[src/rtl/trail_pkg.sv]
// Shared constants and FSM encoding for the trail RAM write arbiter.
package trail_pkg;
    localparam int SCREEN_W = 640;
    localparam int SCREEN_H = 480;
    localparam int PIXELS   = SCREEN_W * SCREEN_H;
    localparam int ADDR_W   = 19;
    localparam int DATA_W   = 8;
    localparam logic [DATA_W-1:0] CLEAR_VALUE = 8'h00;

    typedef enum logic {
        ST_IDLE  = 1'b0,
        ST_CLEAR = 1'b1
    } state_e;
endpackage

[src/rtl/rr_arb2.sv]
// Two-way round-robin arbiter; grants are combinational, last-grant is registered.
module rr_arb2 (
    input  logic       clk,
    input  logic       rst_n,
    input  logic       en_i,
    input  logic [1:0] req_i,
    output logic [1:0] gnt_o
);
    // last_q = 1 means player 2 was granted most recently
    logic last_q;

    always_comb begin
        gnt_o = 2'b00;
        if (en_i) begin
            if (req_i == 2'b11) gnt_o = last_q ? 2'b01 : 2'b10;
            else                gnt_o = req_i;
        end
    end

    always_ff @(posedge clk or negedge rst_n) begin
        if (!rst_n)        last_q <= 1'b1;
        else if (gnt_o[0]) last_q <= 1'b0;
        else if (gnt_o[1]) last_q <= 1'b1;
    end
endmodule

[src/rtl/trail_ram_arbiter.sv]
// Arbitrates two player write ports onto one trail RAM write port, with a full-RAM clear sweep.
module trail_ram_arbiter #(
    parameter int          PIXELS      = trail_pkg::PIXELS,
    parameter logic [7:0]  CLEAR_VALUE = trail_pkg::CLEAR_VALUE
) (
    input  logic        VGA_CLK,
    input  logic        reset_n,
    input  logic        clear_req,
    input  logic        j1_req,
    input  logic [18:0] j1_addr,
    input  logic [7:0]  j1_data,
    output logic        j1_gnt,
    input  logic        j2_req,
    input  logic [18:0] j2_addr,
    input  logic [7:0]  j2_data,
    output logic        j2_gnt,
    output logic        ram_wren,
    output logic [18:0] ram_wraddress,
    output logic [7:0]  ram_data,
    output logic        clear_busy,
    output logic        clear_done,
    output logic [7:0]  drop_count
);
    import trail_pkg::*;

    localparam logic [18:0] LAST_ADDR = 19'(PIXELS - 1);

    state_e      state_q;
    logic        clear_prev_q;
    logic [18:0] sweep_q;
    logic        ram_wren_q;
    logic [18:0] ram_wraddress_q;
    logic [7:0]  ram_data_q;
    logic        clear_busy_q;
    logic        clear_done_q;
    logic [7:0]  drop_q;

    logic        clear_edge;
    logic        arb_en;
    logic [1:0]  gnt;
    logic [18:0] sel_addr;
    logic [7:0]  sel_data;
    logic        in_range;

    assign clear_edge = clear_req & ~clear_prev_q;
    // A clear edge pre-empts any request in the same cycle; grants are also masked in reset.
    assign arb_en     = reset_n & (state_q == ST_IDLE) & ~clear_edge;

    rr_arb2 u_arb (
        .clk   (VGA_CLK),
        .rst_n (reset_n),
        .en_i  (arb_en),
        .req_i ({j2_req, j1_req}),
        .gnt_o (gnt)
    );

    assign j1_gnt   = gnt[0];
    assign j2_gnt   = gnt[1];
    assign sel_addr = gnt[1] ? j2_addr : j1_addr;
    assign sel_data = gnt[1] ? j2_data : j1_data;
    assign in_range = 32'(sel_addr) < 32'(PIXELS);

    always_ff @(posedge VGA_CLK or negedge reset_n) begin
        if (!reset_n) begin
            state_q         <= ST_IDLE;
            clear_prev_q    <= 1'b0;
            sweep_q         <= '0;
            ram_wren_q      <= 1'b0;
            ram_wraddress_q <= '0;
            ram_data_q      <= '0;
            clear_busy_q    <= 1'b0;
            clear_done_q    <= 1'b0;
            drop_q          <= '0;
        end else begin
            clear_prev_q <= clear_req;
            clear_done_q <= 1'b0;
            ram_wren_q   <= 1'b0;
            case (state_q)
                ST_IDLE: begin
                    if (clear_edge) begin
                        state_q      <= ST_CLEAR;
                        sweep_q      <= '0;
                        clear_busy_q <= 1'b1;
                    end else if (|gnt) begin
                        ram_wraddress_q <= sel_addr;
                        ram_data_q      <= sel_data;
                        ram_wren_q      <= in_range;
                        if (!in_range && drop_q != 8'hFF) drop_q <= drop_q + 8'd1;
                    end
                end
                ST_CLEAR: begin
                    ram_wren_q      <= 1'b1;
                    ram_wraddress_q <= sweep_q;
                    ram_data_q      <= CLEAR_VALUE;
                    if (sweep_q == LAST_ADDR) begin
                        state_q      <= ST_IDLE;
                        clear_busy_q <= 1'b0;
                        clear_done_q <= 1'b1;
                    end else begin
                        sweep_q <= sweep_q + 19'd1;
                    end
                end
                default: state_q <= ST_IDLE;
            endcase
        end
    end

    assign ram_wren      = ram_wren_q;
    assign ram_wraddress = ram_wraddress_q;
    assign ram_data      = ram_data_q;
    assign clear_busy    = clear_busy_q;
    assign clear_done    = clear_done_q;
    assign drop_count    = drop_q;
endmodule

[config.mk]
export PLATFORM = sky130hd
export DESIGN_NAME = trail_ram_arbiter
export DESIGN_NICKNAME = d
export VERILOG_FILES = /design/src/rtl/trail_pkg.sv /design/src/rtl/rr_arb2.sv /design/src/rtl/trail_ram_arbiter.sv
export SDC_FILE = /design/constraint.sdc
export NUM_CORES = 1
export LEC_CHECK = 0
export ABC_CLOCK_PERIOD_IN_PS = 2900
export CAP_MARGIN = 10
export CORE_UTILIZATION = 40
export DETAILED_ROUTE_END_ITERATION = 8
export DONT_BUFFER_PORTS = 1
export PLACE_DENSITY_LB_ADDON = 0.1
export SLEW_MARGIN = 25
export SYNTH_ARGS = -nofsm -noshare
export SYNTH_HDL_FRONTEND = slang
export SYNTH_HIERARCHICAL = 1
export SYNTH_SLANG_ARGS = --single-unit
[constraint.sdc]
create_clock -name VGA_CLK -period 2.9 [get_ports VGA_CLK]
set_input_delay 0 -clock VGA_CLK [delete_from_list [all_inputs] [get_ports VGA_CLK]]
set_output_delay 0 -clock VGA_CLK [all_outputs]
set_load 0.05 [all_outputs]
* Yosys cells after proc, flatten, opt, wreduce, memory -nomap -nowiden
Index checks and enable logic that the tools add are counted.
Widths: inputs -> output; s select.
** Cells by class
- Add/sub/neg operators :: 2
- Magnitude comparators :: 1
- Equality and inequality tests :: 8
- Multiplexer cells :: 27
- Bitwise logic cells :: 6
- Reduce and logical (&&, ||, !) cells :: 8
** Operator list (number)
- $mux 19 :: 5
- $pmux 19 s2 :: 2
- $mux 8 :: 3
- $add 19x1->19 const B :: 1
- $eq 19x19->1 const B :: 1
- $lt 19x19->1 const B :: 1
- $pmux 8 s2 :: 1
- $mux 1 :: 10
- $add 8x1->8 const B :: 1
- $ne 8x8->1 const B :: 1
- $mux 2 :: 3
- $ne 2x2->1 const B :: 3
- $pmux 1 s2 :: 3
- $reduce_and 2->1 :: 3
- $ne 2x1->1 const B :: 2
- $reduce_and 4->1 :: 1
- $and 1x1->1 :: 3
- $not 1->1 :: 3
- $eq 2x2->1 const B :: 1
- $reduce_bool 2->1 :: 1
- $reduce_or 2->1 :: 1
- $logic_and 1x1->1 :: 1
- $logic_not 1->1 :: 1
** Storage, ports and cells
- Register bits after elaboration :: 60
- Output and inout port bits :: 40
- Word-level logic and storage cells :: 62

* Depth between registers and ports, before layout
- Depth in word-level cells :: 10
- Gate-level depth with buffers :: 12
- Gate-level depth less buffers :: 10

* Cells and area by module
The synthesis kept the hierarchy.
** By module, submodules not included
- trail_ram_arbiter :: instances 1, cells each 290, area each 2994.1 um^2
- rr_arb2 :: instances 1, cells each 8, area each 62.6 um^2

* Worst setup path after synthesis
OpenSTA, ideal clock, no wires.
- Kind :: register -> register
- Start :: reg state_q
- End :: reg drop_q[1], in the netlist drop_count[1]
- Library setup time :: 0.125 ns
- Arrival :: 3.252 ns
- Data required time :: 2.775 ns
- Path slack :: -0.476 ns
- Cell stages (with the launch flop) :: 11
- Clock period less this slack :: 3.376 ns
- Cells stage by stage :: dfrtp_1 -> buf_2 -> nor2_1 -> and2_1 -> nand2_1 -> a21oi_1 -> buf_4 -> mux2i_1 -> o211ai_1 -> o211ai_2 -> mux2_2
** On the way
- Longest elaborated chain between the ends :: 9
** RTL lines
- start, declared :: line trail_ram_arbiter.sv:28 : state_e state_q;
- start signal, assigned :: line trail_ram_arbiter.sv:65 : state_q <= ST_IDLE;
- start signal, assigned :: line trail_ram_arbiter.sv:81 : state_q <= ST_CLEAR;
- start signal, assigned :: line trail_ram_arbiter.sv:96 : state_q <= ST_IDLE;
- $not 1->1 (no line) *
- $and 1x1->1 * (2 in series) :: line trail_ram_arbiter.sv:47 : assign arb_en = reset_n & (state_q == ST_IDLE) & ~clear_edge;
- net arb_en :: line trail_ram_arbiter.sv:39 : logic arb_en;
- $mux 2 * :: line rr_arb2.sv:14 : if (en_i) begin
- net j2_gnt :: line trail_ram_arbiter.sv:16 : output logic j2_gnt,
- $mux 19 :: line trail_ram_arbiter.sv:59 : assign sel_addr = gnt[1] ? j2_addr : j1_addr;
- $lt 19x19->1 :: line trail_ram_arbiter.sv:61 : assign in_range = 32'(sel_addr) < 32'(PIXELS);
- $logic_not 1->1 :: line trail_ram_arbiter.sv:88 : if (!in_range && drop_q != 8'hFF) drop_q <= drop_q + 8'd1;
- $logic_and 1x1->1 :: line trail_ram_arbiter.sv:88
- $reduce_and 4->1 (no line) *
- end signal, assigned :: line trail_ram_arbiter.sv:88
- end, declared :: line trail_ram_arbiter.sv:36 : logic [7:0] drop_q;
Mark *: on every way through the listed nets, which the timed path passes. The rest lies on a longest branch.
A chain may end at the register's enable or synchronous reset.

* Worst setup path in the final report
- Start :: reg state_q
- End :: reg ram_data_q[1], in the netlist ram_data[1]
** On the way
- Longest elaborated chain between the ends :: 8
** RTL lines
- $not 1->1 (no line) *
- $and 1x1->1 * (2 in series) :: line trail_ram_arbiter.sv:47
- net arb_en :: line trail_ram_arbiter.sv:39
- $mux 2 * :: line rr_arb2.sv:14
- $mux 8 :: line trail_ram_arbiter.sv:60 : assign sel_data = gnt[1] ? j2_data : j1_data;
- $mux 8 :: line trail_ram_arbiter.sv:84 : end else if (|gnt) begin
- $mux 8 :: line trail_ram_arbiter.sv:80 : if (clear_edge) begin
- $pmux 8 s2 :: line trail_ram_arbiter.sv:78 : case (state_q)
- end signal, assigned :: line trail_ram_arbiter.sv:86 : ram_data_q <= sel_data;
- end, declared :: line trail_ram_arbiter.sv:33 : logic [7:0] ram_data_q;
Mark *: on every way through the listed nets, which the timed path passes. The rest lies on a longest branch. The select of a mux whose other input is x is not followed.

==> results list <==
* Reg2reg setup slack: 240 ps
- In this run, synthesis inferred 0 flip-flops with an integrated enable.
- Buffers inserted by post-CTS timing repair: 0
- Number of slew-limit violations in the final report: 0
* Crit path from: state_q
* P_leak: 1.62 nW
- Placer congestion estimate: 0.783
- Instance count along the most critical hold path: 4
- The detailed router placed 2483 vias in this run.
- The first global-routing pass estimated 12.3 mm of wire.
- Measured in cells, the most critical reg-to-reg path has a length of 9.
* Top cell type's share of synthesized area: 48.3%
- Start point of the worst hold path: j1_addr[0]
- After clock tree synthesis, the clock-pin slew on the worst setup and hold paths is 70 ps.
- Among all cell types in the netlist, the one instantiated most often is sky130_fd_sc_hd__dfrtp_1.
- Total of endpoints with negative setup slack in the final report: 0
* Core Footprint: 7330 sq um
* Synth top cells by count: sky130_fd_sc_hd__dfrtp_1, sky130_fd_sc_hd__mux2i_1, sky130_fd_sc_hd__o21ai_0
- Non-Filler Instances: 461
- For this run, the number of Yosys warnings is 6.
* Cell count after synthesis: 298
* Run status: finished clean
- Final Critical Period: 2660 ps
- Inst Count DP: 390
- On the final layout, the worst hold slack is 28.7 ps.
- At the later pin of the worst-skew pair, clock insertion delay measures 340 ps.
- Post-synth cell types: 45
* Antenna-violating nets left: 0
* Mean area per synthesized cell: 10.3 sq um
* Clock tree buffer depth: 2
- Die area: 8000 sq um
- For this run the aggregate overflow at the end of global routing stands at 0.
- DR vias/cell: 5.39
- Reg-to-reg critical path endpoint: ram_data[1]
- The share of the Yosys chip area taken by registers is 49.2%.
* Fmax: 376 MHz
- Fraction of final layout cells with drive strength greater than 1: 11.3%
- Fill cell total of the finished layout: 684
- Port buffer count: 0
* Power density of the placed cells: 567 nW/um^2
* Worst-margin pin slew: 611 ps
* Combined flip-flop and latch cell area: 1500 sq um
* Share of async-settable or async-resettable flops after synthesis: 100%
- Maximum number of pins on one net before global-route repair: 61
- Endpoint of the worst hold path: ram_wraddress[0]
- RSZ-0062 raised after global routing: false
* Classification of the worst-slack hold path: primary input to flip-flop
- The number of antenna diodes in the final layout is 0.
- Final clock period utilization by the worst path: 91.6%
* Tot GR Track Use: 20.8%
- From bottom edge to top edge, the die measures 89.4 microns.
- DRC errors left: 0
- Most area-consuming cells after synthesis: sky130_fd_sc_hd__dfrtp_1, sky130_fd_sc_hd__mux2i_1, sky130_fd_sc_hd__a22oi_1
- Data required time at the worst endpoint: 3110 ps
* Die span in x: 89.4 microns
- Total area of multi-input combinational cells: 1450 sq um
* Cts bufs inserted: 9
* Number of antenna violations at the first check in global routing: 0
- Clock tree synthesis selected as its root buffer the cell sky130_fd_sc_hd__clkbuf_8.
- Growth of design area from synthesis to finish: 29.4%
- Of all nets on the critical path, the largest fanout is 14.
- Synthesis inferred 60 register bits.
- Maxcap violations: 0
- Signal arrival time at the worst endpoint: 2860 ps
- In this run the critical register-to-register path is launched from state_q.
* CP endpoint kind: flip-flop
* I/O pins: 99
- NumNets Final: 418
* Max-slew headroom at the worst pin: 59.3%
- Among all flip-flop cells after synthesis, the most frequent one is sky130_fd_sc_hd__dfrtp_1.
- IR analysis of the VDD net gives a maximum drop of 0.208 mV.
- Clock tree skew after final layout: 10.3 ps
* Number of hold violations in the final report: 0
- The H-tree generated during clock tree synthesis spans 3 levels.
- Synthesis produced a netlist with a net count of 359.
* Post-synthesis cell area: 3060 sq um
- After the first detailed-routing iteration, the DRC count stood at 113.
* Number of iterations in the first detailed-routing pass: 4
* Setup CP Type: flip-flop to flip-flop
* Rows: 31
- CTS saw 60 sinks.
* Final TNS setup: 0 ps
- The wire-length estimate of the detail-placed layout is 4.94 mm.
* Leading area contributor after synthesis: sky130_fd_sc_hd__dfrtp_1
- Summed over all layers, the routed wires come to 7.73 mm.
* Per-cell routed wire length: 16.8 microns
- TritonCTS built the clock tree.
- STA classifies the critical path startpoint as a flip-flop.
* Via count of the first global-routing pass: 2427
- Initial core utilization: 41.7%
[logic make-up (layout without fill, tap and decap cells)]
family                   after synthesis  in the layout  share of synthesized area [%]
AO/OA/AOI/OAI                         83             83                           17.9
adder cells (fa/ha/maj)                2              2                          0.819
flip-flops                            60             60                           49.2
XOR/XNOR                              16             16                           4.58
buffers and inverters                 27             91                           4.13
multiplexers                          29             29                           9.54
AND/OR/NAND/NOR                       81             81                           13.8
[routing by layer]
metal / track usage (%) / up-vias / wire [microns]
met5: 0 / - / 0
met2: 34.1 / 65 / 3740
met4: 8.80 / 0 / 142
met1: 26.5 / 1203 / 3510
li1: - / 1203 / -
met3: 4.52 / 12 / 332
[worst max-delay path by stage]
stage,slack [ps],to,cells after the start
2_1_floorplan,130,drop_count[1],10
3_3_place_gp,410,drop_count[5],10
3_5_place_dp,330,drop_count[5],10
4_1_cts,200,ram_wraddress[1],9
5_1_grt,70,ram_data[1],10
6_report,240,ram_data[1],9
[repair_timing]
action                                 in CTS  in global routing
setup endpoints to repair                   0                  2
endpoints found under the hold margin      87                  0
hold buffers                               55                  0
resized for setup                           0                  1
[state kept, by name, indices dropped and copies added, names as in the netlist]
signal	flops
ram_wraddress	19
sweep_q	19
drop_count	8
ram_data	8
clear_busy	1
clear_done	1
clear_prev_q	1
ram_wren	1
state_q	1
u_arb/last_q	1
[cells in the final DEF (no fill, tap or decap), types with 4 or more instances in the layout]
master	instances
sky130_fd_sc_hd__dfrtp_1	59
sky130_fd_sc_hd__dlygate4sd3_1	54
sky130_fd_sc_hd__mux2i_1	28
sky130_fd_sc_hd__o21ai_0	25
sky130_fd_sc_hd__nor2_1	21
sky130_fd_sc_hd__nand2_1	20
sky130_fd_sc_hd__a22oi_1	17
sky130_fd_sc_hd__a21oi_1	13
sky130_fd_sc_hd__xnor2_1	11
sky130_fd_sc_hd__buf_4	11
sky130_fd_sc_hd__clkbuf_8	9
sky130_fd_sc_hd__nor3_1	7
sky130_fd_sc_hd__nand3_1	7
sky130_fd_sc_hd__inv_1	7
sky130_fd_sc_hd__o31ai_1	7
sky130_fd_sc_hd__o2111ai_1	5
sky130_fd_sc_hd__xor2_1	5
sky130_fd_sc_hd__or3_1	4
[per-stage QoR]
step           setup WS, ps  total power [W]  utilization, %  cell area [sq um]
6_report                244          0.00224            54.0               3960
4_1_cts                 202          0.00228            53.9               3950
2_1_floorplan           132          0.00147               -               3070
3_3_place_gp            412          0.00152            43.8               3210
5_1_grt                69.2          0.00237            54.0               3960
3_5_place_dp            329          0.00153            43.8               3210
[critical path: stages (launching register included)]
cell and delay [ps]:
sky130_fd_sc_hd__dfrtp_1 370, sky130_fd_sc_hd__nor2_1 130, sky130_fd_sc_hd__and2_1 180, sky130_fd_sc_hd__nand2_1 110
sky130_fd_sc_hd__a21oi_4 290, sky130_fd_sc_hd__buf_4 320, sky130_fd_sc_hd__buf_6 250, sky130_fd_sc_hd__mux2i_1 220
sky130_fd_sc_hd__dlygate4sd3_1 580, sky130_fd_sc_hd__o31ai_1 60
[where the power goes]
| group | internal [W] | switching (W) |
|---|---|---|
| sequential | 0.000954 | 0.000333 |
| combinational | 0.000177 | 0.000134 |
| clock | 0.000308 | 0.000338 |
[cell type report]
type	instances	share of cell area (%)
Clock inverter	6	1.04
Tap cell	99	3.13
Sequential cell	60	38.0
Inverter	7	0.664
Multi-Input combinational cell	211	36.7
Clock buffer	10	3.23
Timing Repair Buffer	68	17.2
(Power assumes the default switching activity.)
